**config.mk**
```make
export PLATFORM = sky130hd
export DESIGN_NAME = fetch_sequencer
export DESIGN_NICKNAME = d
export VERILOG_FILES = /design/src/rtl/fetch_sequencer.sv
export SDC_FILE = /design/constraint.sdc
export NUM_CORES = 1
export LEC_CHECK = 0
export CORE_MARGIN = 2
export CORE_UTILIZATION = 30
export CTS_CLUSTER_SIZE = 8
export DETAILED_ROUTE_END_ITERATION = 6
export PLACE_DENSITY = 0.62
export SLEW_MARGIN = 40
export SYNTH_ARGS = -nofsm -noshare
export SYNTH_HDL_FRONTEND = slang
export SYNTH_SLANG_ARGS = --single-unit
```
**constraint.sdc**
```tcl
create_clock -name clk -period 4.4 [get_ports clk]
set_clock_uncertainty 0.05 [all_clocks]
set_input_delay 0.66 -clock clk [delete_from_list [all_inputs] [get_ports clk]]
set_output_delay 0.66 -clock clk [all_outputs]
set_load 0.02 [all_outputs]
```
**src/rtl/fetch_sequencer.sv**
```systemverilog
// -----------------------------------------------------------------------------
// fetch_sequencer
//
// Instruction fetch sequencer. It sits between the program counter block, the
// instruction memory and the decode stage. The sequencer runs through the
// following cycle:
//   1. Issue a read at the current PC.
//   2. Check odd parity on the returned word.
//   3. Present the 15-bit instruction on a valid/ready handshake.
//   4. Strobe the PC to either increment or jump.
//
// A flush from execute redirects the fetch stream. A read that is already
// outstanding cannot be aborted, so its data is discarded when it returns.
// A parity error halts the sequencer until the next reset.
//
// Ports
//   clk            in   system clock, rising edge
//   rst_n          in   asynchronous active-low reset
//   pc_addr        in   12  current PC value
//   pc_enable      out      one-cycle PC advance strobe
//   pc_jump_select out      with pc_enable: 1 = load pc_jump_addr, 0 = increment
//   pc_jump_addr   out  12  jump target (zero outside the advance cycle)
//   mem_req        out      read request, held until mem_ack
//   mem_addr       out  12  read address (pc_addr while mem_req)
//   mem_ack        in       read data valid
//   mem_rdata      in   16  read word, bit 15 parity, bits 14:0 instruction
//   instr          out  15  fetched instruction
//   instr_valid    out      instruction available
//   instr_ready    in       downstream accepts instruction
//   flush          in       single-cycle redirect request
//   flush_addr     in   12  redirect target
//   parity_err     out      sticky parity error
// -----------------------------------------------------------------------------
module fetch_sequencer (
    input  logic        clk,
    input  logic        rst_n,
    input  logic [11:0] pc_addr,
    output logic        pc_enable,
    output logic        pc_jump_select,
    output logic [11:0] pc_jump_addr,
    output logic        mem_req,
    output logic [11:0] mem_addr,
    input  logic        mem_ack,
    input  logic [15:0] mem_rdata,
    output logic [14:0] instr,
    output logic        instr_valid,
    input  logic        instr_ready,
    input  logic        flush,
    input  logic [11:0] flush_addr,
    output logic        parity_err
);

    typedef enum logic [2:0] {
        S_IDLE    = 3'd0,
        S_FETCH   = 3'd1,
        S_HOLD    = 3'd2,
        S_ADVANCE = 3'd3,
        S_HALT    = 3'd4
    } state_t;

    state_t      state_reg, state_next;
    logic [14:0] instr_reg, instr_next;
    logic        jump_sel_reg, jump_sel_next;
    logic [11:0] jump_addr_reg, jump_addr_next;
    logic        parity_err_reg, parity_err_next;
    logic        pend_reg, pend_next;
    logic [11:0] pend_addr_reg, pend_addr_next;

    // XOR reduction of the read word.
    // A set final bit means the popcount is odd, which is the valid case.
    logic [16:0] par_chain;
    logic        rdata_odd;

    assign par_chain[0] = 1'b0;
    generate
        for (genvar gi = 0; gi < 16; gi++) begin : g_parity
            assign par_chain[gi+1] = par_chain[gi] ^ mem_rdata[gi];
        end
    endgenerate
    assign rdata_odd = par_chain[16];

    always_ff @(posedge clk or negedge rst_n) begin
        if (!rst_n) begin
            state_reg      <= S_IDLE;
            instr_reg      <= '0;
            jump_sel_reg   <= 1'b0;
            jump_addr_reg  <= '0;
            parity_err_reg <= 1'b0;
            pend_reg       <= 1'b0;
            pend_addr_reg  <= '0;
        end else begin
            state_reg      <= state_next;
            instr_reg      <= instr_next;
            jump_sel_reg   <= jump_sel_next;
            jump_addr_reg  <= jump_addr_next;
            parity_err_reg <= parity_err_next;
            pend_reg       <= pend_next;
            pend_addr_reg  <= pend_addr_next;
        end
    end

    always_comb begin
        state_next      = state_reg;
        instr_next      = instr_reg;
        jump_sel_next   = jump_sel_reg;
        jump_addr_next  = jump_addr_reg;
        parity_err_next = parity_err_reg;
        pend_next       = pend_reg;
        pend_addr_next  = pend_addr_reg;

        case (state_reg)
            S_IDLE: begin
                if (flush) begin
                    pend_next      = 1'b1;
                    pend_addr_next = flush_addr;
                end
                state_next = S_FETCH;
            end

            S_FETCH: begin
                if (mem_ack) begin
                    if (pend_reg || flush) begin
                        // The redirected read returns no usable data.
                        // A flush arriving in the same cycle as the ack wins
                        // over the older pending target.
                        jump_sel_next  = 1'b1;
                        jump_addr_next = flush ? flush_addr : pend_addr_reg;
                        pend_next      = 1'b0;
                        state_next     = S_ADVANCE;
                    end else if (rdata_odd) begin
                        instr_next = mem_rdata[14:0];
                        state_next = S_HOLD;
                    end else begin
                        parity_err_next = 1'b1;
                        state_next      = S_HALT;
                    end
                end else if (flush) begin
                    pend_next      = 1'b1;
                    pend_addr_next = flush_addr;
                end
            end

            S_HOLD: begin
                if (flush) begin
                    // A flush overrides a simultaneous ready.
                    // The held instruction counts as not consumed.
                    jump_sel_next  = 1'b1;
                    jump_addr_next = flush_addr;
                    state_next     = S_ADVANCE;
                end else if (instr_ready) begin
                    if (instr_reg[14:12] == 3'b000) begin
                        jump_sel_next  = 1'b1;
                        jump_addr_next = instr_reg[11:0];
                    end else begin
                        jump_sel_next = 1'b0;
                    end
                    state_next = S_ADVANCE;
                end
            end

            S_ADVANCE: begin
                if (flush) begin
                    pend_next      = 1'b1;
                    pend_addr_next = flush_addr;
                end
                state_next = S_FETCH;
            end

            S_HALT: begin
                state_next = S_HALT;
            end

            default: begin
                state_next = S_IDLE;
            end
        endcase
    end

    // All strobes decode directly from the state register.
    // This keeps the strobes glitch-free.
    // It also lets the asynchronous reset drop them immediately.
    assign mem_req        = (state_reg == S_FETCH);
    assign mem_addr       = mem_req ? pc_addr : 12'h000;
    assign instr_valid    = (state_reg == S_HOLD);
    assign pc_enable      = (state_reg == S_ADVANCE);
    assign pc_jump_select = pc_enable & jump_sel_reg;
    assign pc_jump_addr   = pc_enable ? jump_addr_reg : 12'h000;
    assign instr          = instr_reg;
    assign parity_err     = parity_err_reg;

endmodule

```
== Word level (Yosys, flattened, before mapping) ==
Cells that the tools add are included.

* Register bits: 45
* Input bits: 45
* Output and inout port bits: 44
* Word-level logic and storage cells: 75

* Eq/ne operators: 10
* Muxes and demuxes: 27
* Bitwise operators: 18
* Reductions and logical operators: 13

{| class="wikitable"
|+ Operators by type and width
! kind !! number
|-
| 12-bit two-way mux || 9
|-
| 12-bit case mux with 2 select lines || 2
|-
| 3-bit two-way mux || 5
|-
| 1-bit bitwise XOR || 15
|-
| 3-bit case mux with 4 select lines || 1
|-
| 4-bit AND reduction || 3
|-
| 1-bit two-way mux || 8
|-
| 3-bit by 2-bit equality test with 1-bit output, second input constant || 2
|-
| 3-bit zero test || 2
|-
| 3-bit by 1-bit != test with 1-bit output, second input constant || 2
|-
| 2-bit AND reduction || 3
|-
| 5-bit AND reduction || 1
|-
| 2-bit by 1-bit != test with 1-bit output, second input constant || 2
|-
| 1-bit case mux with 2 select lines || 2
|-
| 2-bit nonzero test || 2
|-
| 3-bit by 1-bit equality test with 1-bit output, second input constant || 1
|-
| 3-bit equality test, second input constant || 1
|-
| 3-bit by 2-bit != test with 1-bit output, second input constant || 1
|-
| 2-bit != test, second input constant || 1
|-
| 1-bit inverter || 2
|-
| 2-bit OR reduction || 1
|-
| 1-bit bitwise AND || 1
|-
| 1-bit logical OR || 1
|}

== Logic depth before layout (Yosys ltp) ==
* Word-level depth: 19
* Gate-level depth with buffers: 8
* Gate-level depth less buffers: 6

== Worst setup path before layout ==
No wires, ideal clock.

* Kind: input to register
* Start: input port mem_ack
* End: register instr_reg[0] (netlist: instr[0])
* Setup time: 0.125 ns
* Arrival: 2.053 ns
* Data required time: 4.225 ns
* Slack: 2.172 ns
* Cell stages on the path: 6
* Buffers on the path: 2
* Cells stage by stage: nand3b_1 > or4_2 > nor2b_4 > buf_6 > buf_12 > mux2_4

* Cells in the longest elaborated chain, start to end: 1

{| class="wikitable"
|+ RTL lines
! what !! RTL line !! source
|-
| start: declaration || 43 || <nowiki>input logic mem_ack,</nowiki>
|-
| 4-bit AND reduction (no line) || - ||
|-
| end signal: assignment || 93 || <nowiki>instr_reg <= instr_next;</nowiki>
|-
| end: declaration || 62 || <nowiki>logic [14:0] instr_reg, instr_next;</nowiki>
|}

No other way between the ends.
A chain may end at the register's enable or synchronous reset.

== Worst setup path in the final report ==
* Start: register state_reg[1]
* End: output port mem_addr[10]

* Cells in the longest elaborated chain, start to end: 2

{| class="wikitable"
|+ RTL lines
! what !! RTL line !! source
|-
| start: declaration || 61 || <nowiki>state_t state_reg, state_next;</nowiki>
|-
| start signal: assignment || 92 || <nowiki>state_reg <= state_next;</nowiki>
|-
| 3-bit by 1-bit equality test with 1-bit output || 182 || <nowiki>assign mem_req = (state_reg == S_FETCH);</nowiki>
|-
| 12-bit two-way mux || 183 || <nowiki>assign mem_addr = mem_req ? pc_addr : 12'h000;</nowiki>
|-
| end: declaration || 42 || <nowiki>output logic [11:0] mem_addr,</nowiki>
|}

No other way between the ends.

==> flow_summary_export.csv <==
group,metric,value,unit
status,status,"finished, final reports clean",
finish,instances_no_fill,405,
timing,period_share,66.5,%
finish,area_growth,45.4,%
synthesis,ys_seq_area_share,47.9,%
finish,nets,347,
route,dr.pass1.iters,4,
grt,grt_pass1_vias,1674,
synthesis,ys_ff_latch,45,
floorplanning,start_util,30.7,%
floorplanning,rows,32,
route,vias,1761,
synthesis,synth_top_cells_by_area,"dfrtp_1 48%, mux2_2 8.1%, and2_1 6.7%",
worst_setup_path,path_class,"reg -> out",
clock_tree,htreeDepth,2,
finish,final_layout_size_suffix_gt1_share,12.9,%
grt,grt_max_degree,46,
clock_tree,cts_root_buffer,"clkbuf_8",
timing,maxSlewHeadroom,57.5,%
worst_setup_path,required,3.69,ns
synthesis,synth.top_cell.area_share,47.9,%
finish,fillers,743,
grt,busiest_layer,"met1",
worst_setup_path,r2r_start,"state_reg[1]",
timing,timing.final.max_slew_violations,0,
route,post_drt_wl_per_cell,13.2,microns
route,drt-total-wl,5330,microns
timing,period_minus_slack,2.93,ns
grt,grtUsageTotal,12.7,%
grt,antenna_found_initial,0,
timing,hold_viol,0,
finish,design_area,3420,sq um
floorplanning,die_w,92.5,microns
clock_tree,clk_pin_slew_worst_paths,0.08,ns
placement,post-dp-hpwl,4170,microns
route,drt_iter0_drc,70,
grt,grt_remaining_overflow,0,
placement,placed_area,3300,sq um
placement,place.port_buffers,88,
timing,setup_violations,0,
synthesis,synth_area_leader_cell,"dfrtp_1",
power_and_ir_drop,vdd_ir_drop_max,0.307,mV
grt,grt_pass1_wl,8580,microns
grt,grt_use_met2,18.1,%
synthesis,syn_avg_cell_area,10.8,sq um
clock_tree,cts_setup_buffers,0,
clock_tree,cts_inserted_buffers,5,
hold_path,min_path_type,"in -> async",
synthesis,yosys.cell_types.count,28,
worst_setup_path,crit_arrival,2.22,ns
floorplanning,die_height,92.5,microns
synthesis,netlist_instances,217,
timing,fmax,0.342,GHz
route,viasPerCell,4.35,
clock_tree,tritoncts,"yes",
grt,grt_util_met1,18.5,%
clock_tree,max-clock-path-buffers,2,
worst_setup_path,cp-start-kind,"register",
power_and_ir_drop,power_density,643,nW/um^2
grt,use_met3,4.15,%
synthesis,synth_nets,262,
floorplanning,pin_count,89,
finish,fin_util,44.7,%
finish,largest_reg_flops,15,
timing,rsz0062_at_grt,"no",
floorplanning,core,7650,sq um
route,drcViolationCount,0,
worst_setup_path,critical_path_peak_fanout,13,
placement,dp.cells,397,
placement,pre_cts_slack,1.30,ns
power_and_ir_drop,p_leak,0.00137,uW
clock_tree,postCtsHoldBufs,0,
synthesis,yosys_warnings,0,
route,antenna_left,0,
finish,num_antenna_cells,0,
worst_setup_path,ff2ff_path_depth,4,
synthesis,syn_area,2350,sq um
clock_tree,clk_latency,0.29,ns
worst_setup_path,crit_path_end_kind,"output pin",
clock_tree,post_cts_resized,0,
floorplanning,die_area,8560,sq um
timing,fin_tns_setup,0,ns
timing,finalWorstSetupSlack,1.47,ns
clock_tree,cts.sinks,45,
placement,gp_congestion,0.807,
worst_setup_path,r2r-end,"instr[9]",
job,cap_violations,0,
worst_setup_path,r2r_setup_slack,2.05,ns
timing,worstMarginPinSlew,0.636,ns
[cell type report]
cell class                 instances  area [sq um]  area share, %
multi-input combinational        160          1150           33.8
sequential                        45          1130           32.9
timing repair buffer              90           893           26.1
tap                              102           128           3.73
clock buffer                       7          86.3           2.53
clock inverter                     1          30.0          0.878
[synthesized netlist by cell type]
cell	number
a21oi_1	14
and2_1	25
and2b_1	1
buf_12	1
buf_2	1
buf_6	1
clkbuf_1	9
dfrtp_1	45
mux2_2	17
mux2_4	10
mux2i_1	12
nand2_1	18
nand2b_1	4
nand3b_1	2
nor2_1	16
nor2b_4	1
nor3_1	3
nor3b_1	1
nor4_1	1
o21ai_0	14
o21bai_1	1
o22a_1	1
o22ai_1	1
o41ai_1	1
or4_1	1
or4_2	1
xnor2_1	14
xor2_1	1
[worst max-delay path by stage]
| stage | startpoint | endpoint | slack, ns | depth (start not counted) |
|---|---|---|---|---|
| floorplan | mem_ack | instr[0] | 2.17 | 6 |
| global placement | flush | instr[14] | 1.30 | 5 |
| detailed placement | flush | instr[9] | 1.30 | 5 |
| CTS | state_reg[1] | mem_addr[10] | 1.39 | 4 |
| global route | state_reg[1] | mem_addr[5] | 1.23 | 4 |
| finish | state_reg[1] | mem_addr[10] | 1.47 | 4 |
[layout by cell type (no fill, tap or decap), types with 2 or more instances in the layout]
cell type,netlist,routed
nand3b_1,2,2
o21ai_0,14,14
nor2_1,16,16
nand2b_1,4,4
mux2i_1,12,12
mux2_4,10,10
mux2_2,17,17
a21oi_1,14,14
nand2_1,18,18
dfrtp_1,45,45
nor3_1,3,3
and2_1,25,25
clkbuf_8,0,6
buf_4,0,3
xnor2_1,14,14
clkdlybuf4s50_1,0,87
[cell families (layout without fill, tap and decap cells)]
kind of cell	after synthesis	count (layout)	synth area share [%]
DFF	45	45	47.9
buffers and inverters	12	98	2.98
AOI/OAI and AO/OA	32	32	7.29
and+or+nand+nor	74	74	16.6
muxes	39	39	19.6
xor gates and xnor gates	15	15	5.59
[critical path, cell delays in order, from the launching register on]
cell and delay, ns:
dfrtp_1 0.43, nand2b_1 0.19, nor2_1 0.48, and2_1 0.22
clkdlybuf4s50_1 0.60
[where the power goes]
group	internal, uW	total (uW)	switching, uW
clock	185	317	132
combinational	597	1120	527
sequential	611	757	147
[layer usage]
metal	share of wire (%)	wire length [microns]	up-vias
met5	0	0	-
met4	0.86	46	0
met3	7.7	409	4
met2	44	2340	61
met1	47	2530	786
li1	-	-	910
[stage by stage]
| step | hold WS [ns] | power (uW) |
|---|---|---|
| after CTS | 0.314 | 2240 |
| final | 0.298 | 2200 |
| after floorplan | 0.314 | 1430 |
| after global placement | 0.403 | 1890 |
| after global routing | 0.339 | 2370 |
| after detailed placement | 0.413 | 1910 |
Power figures use the tool's default switching activity.
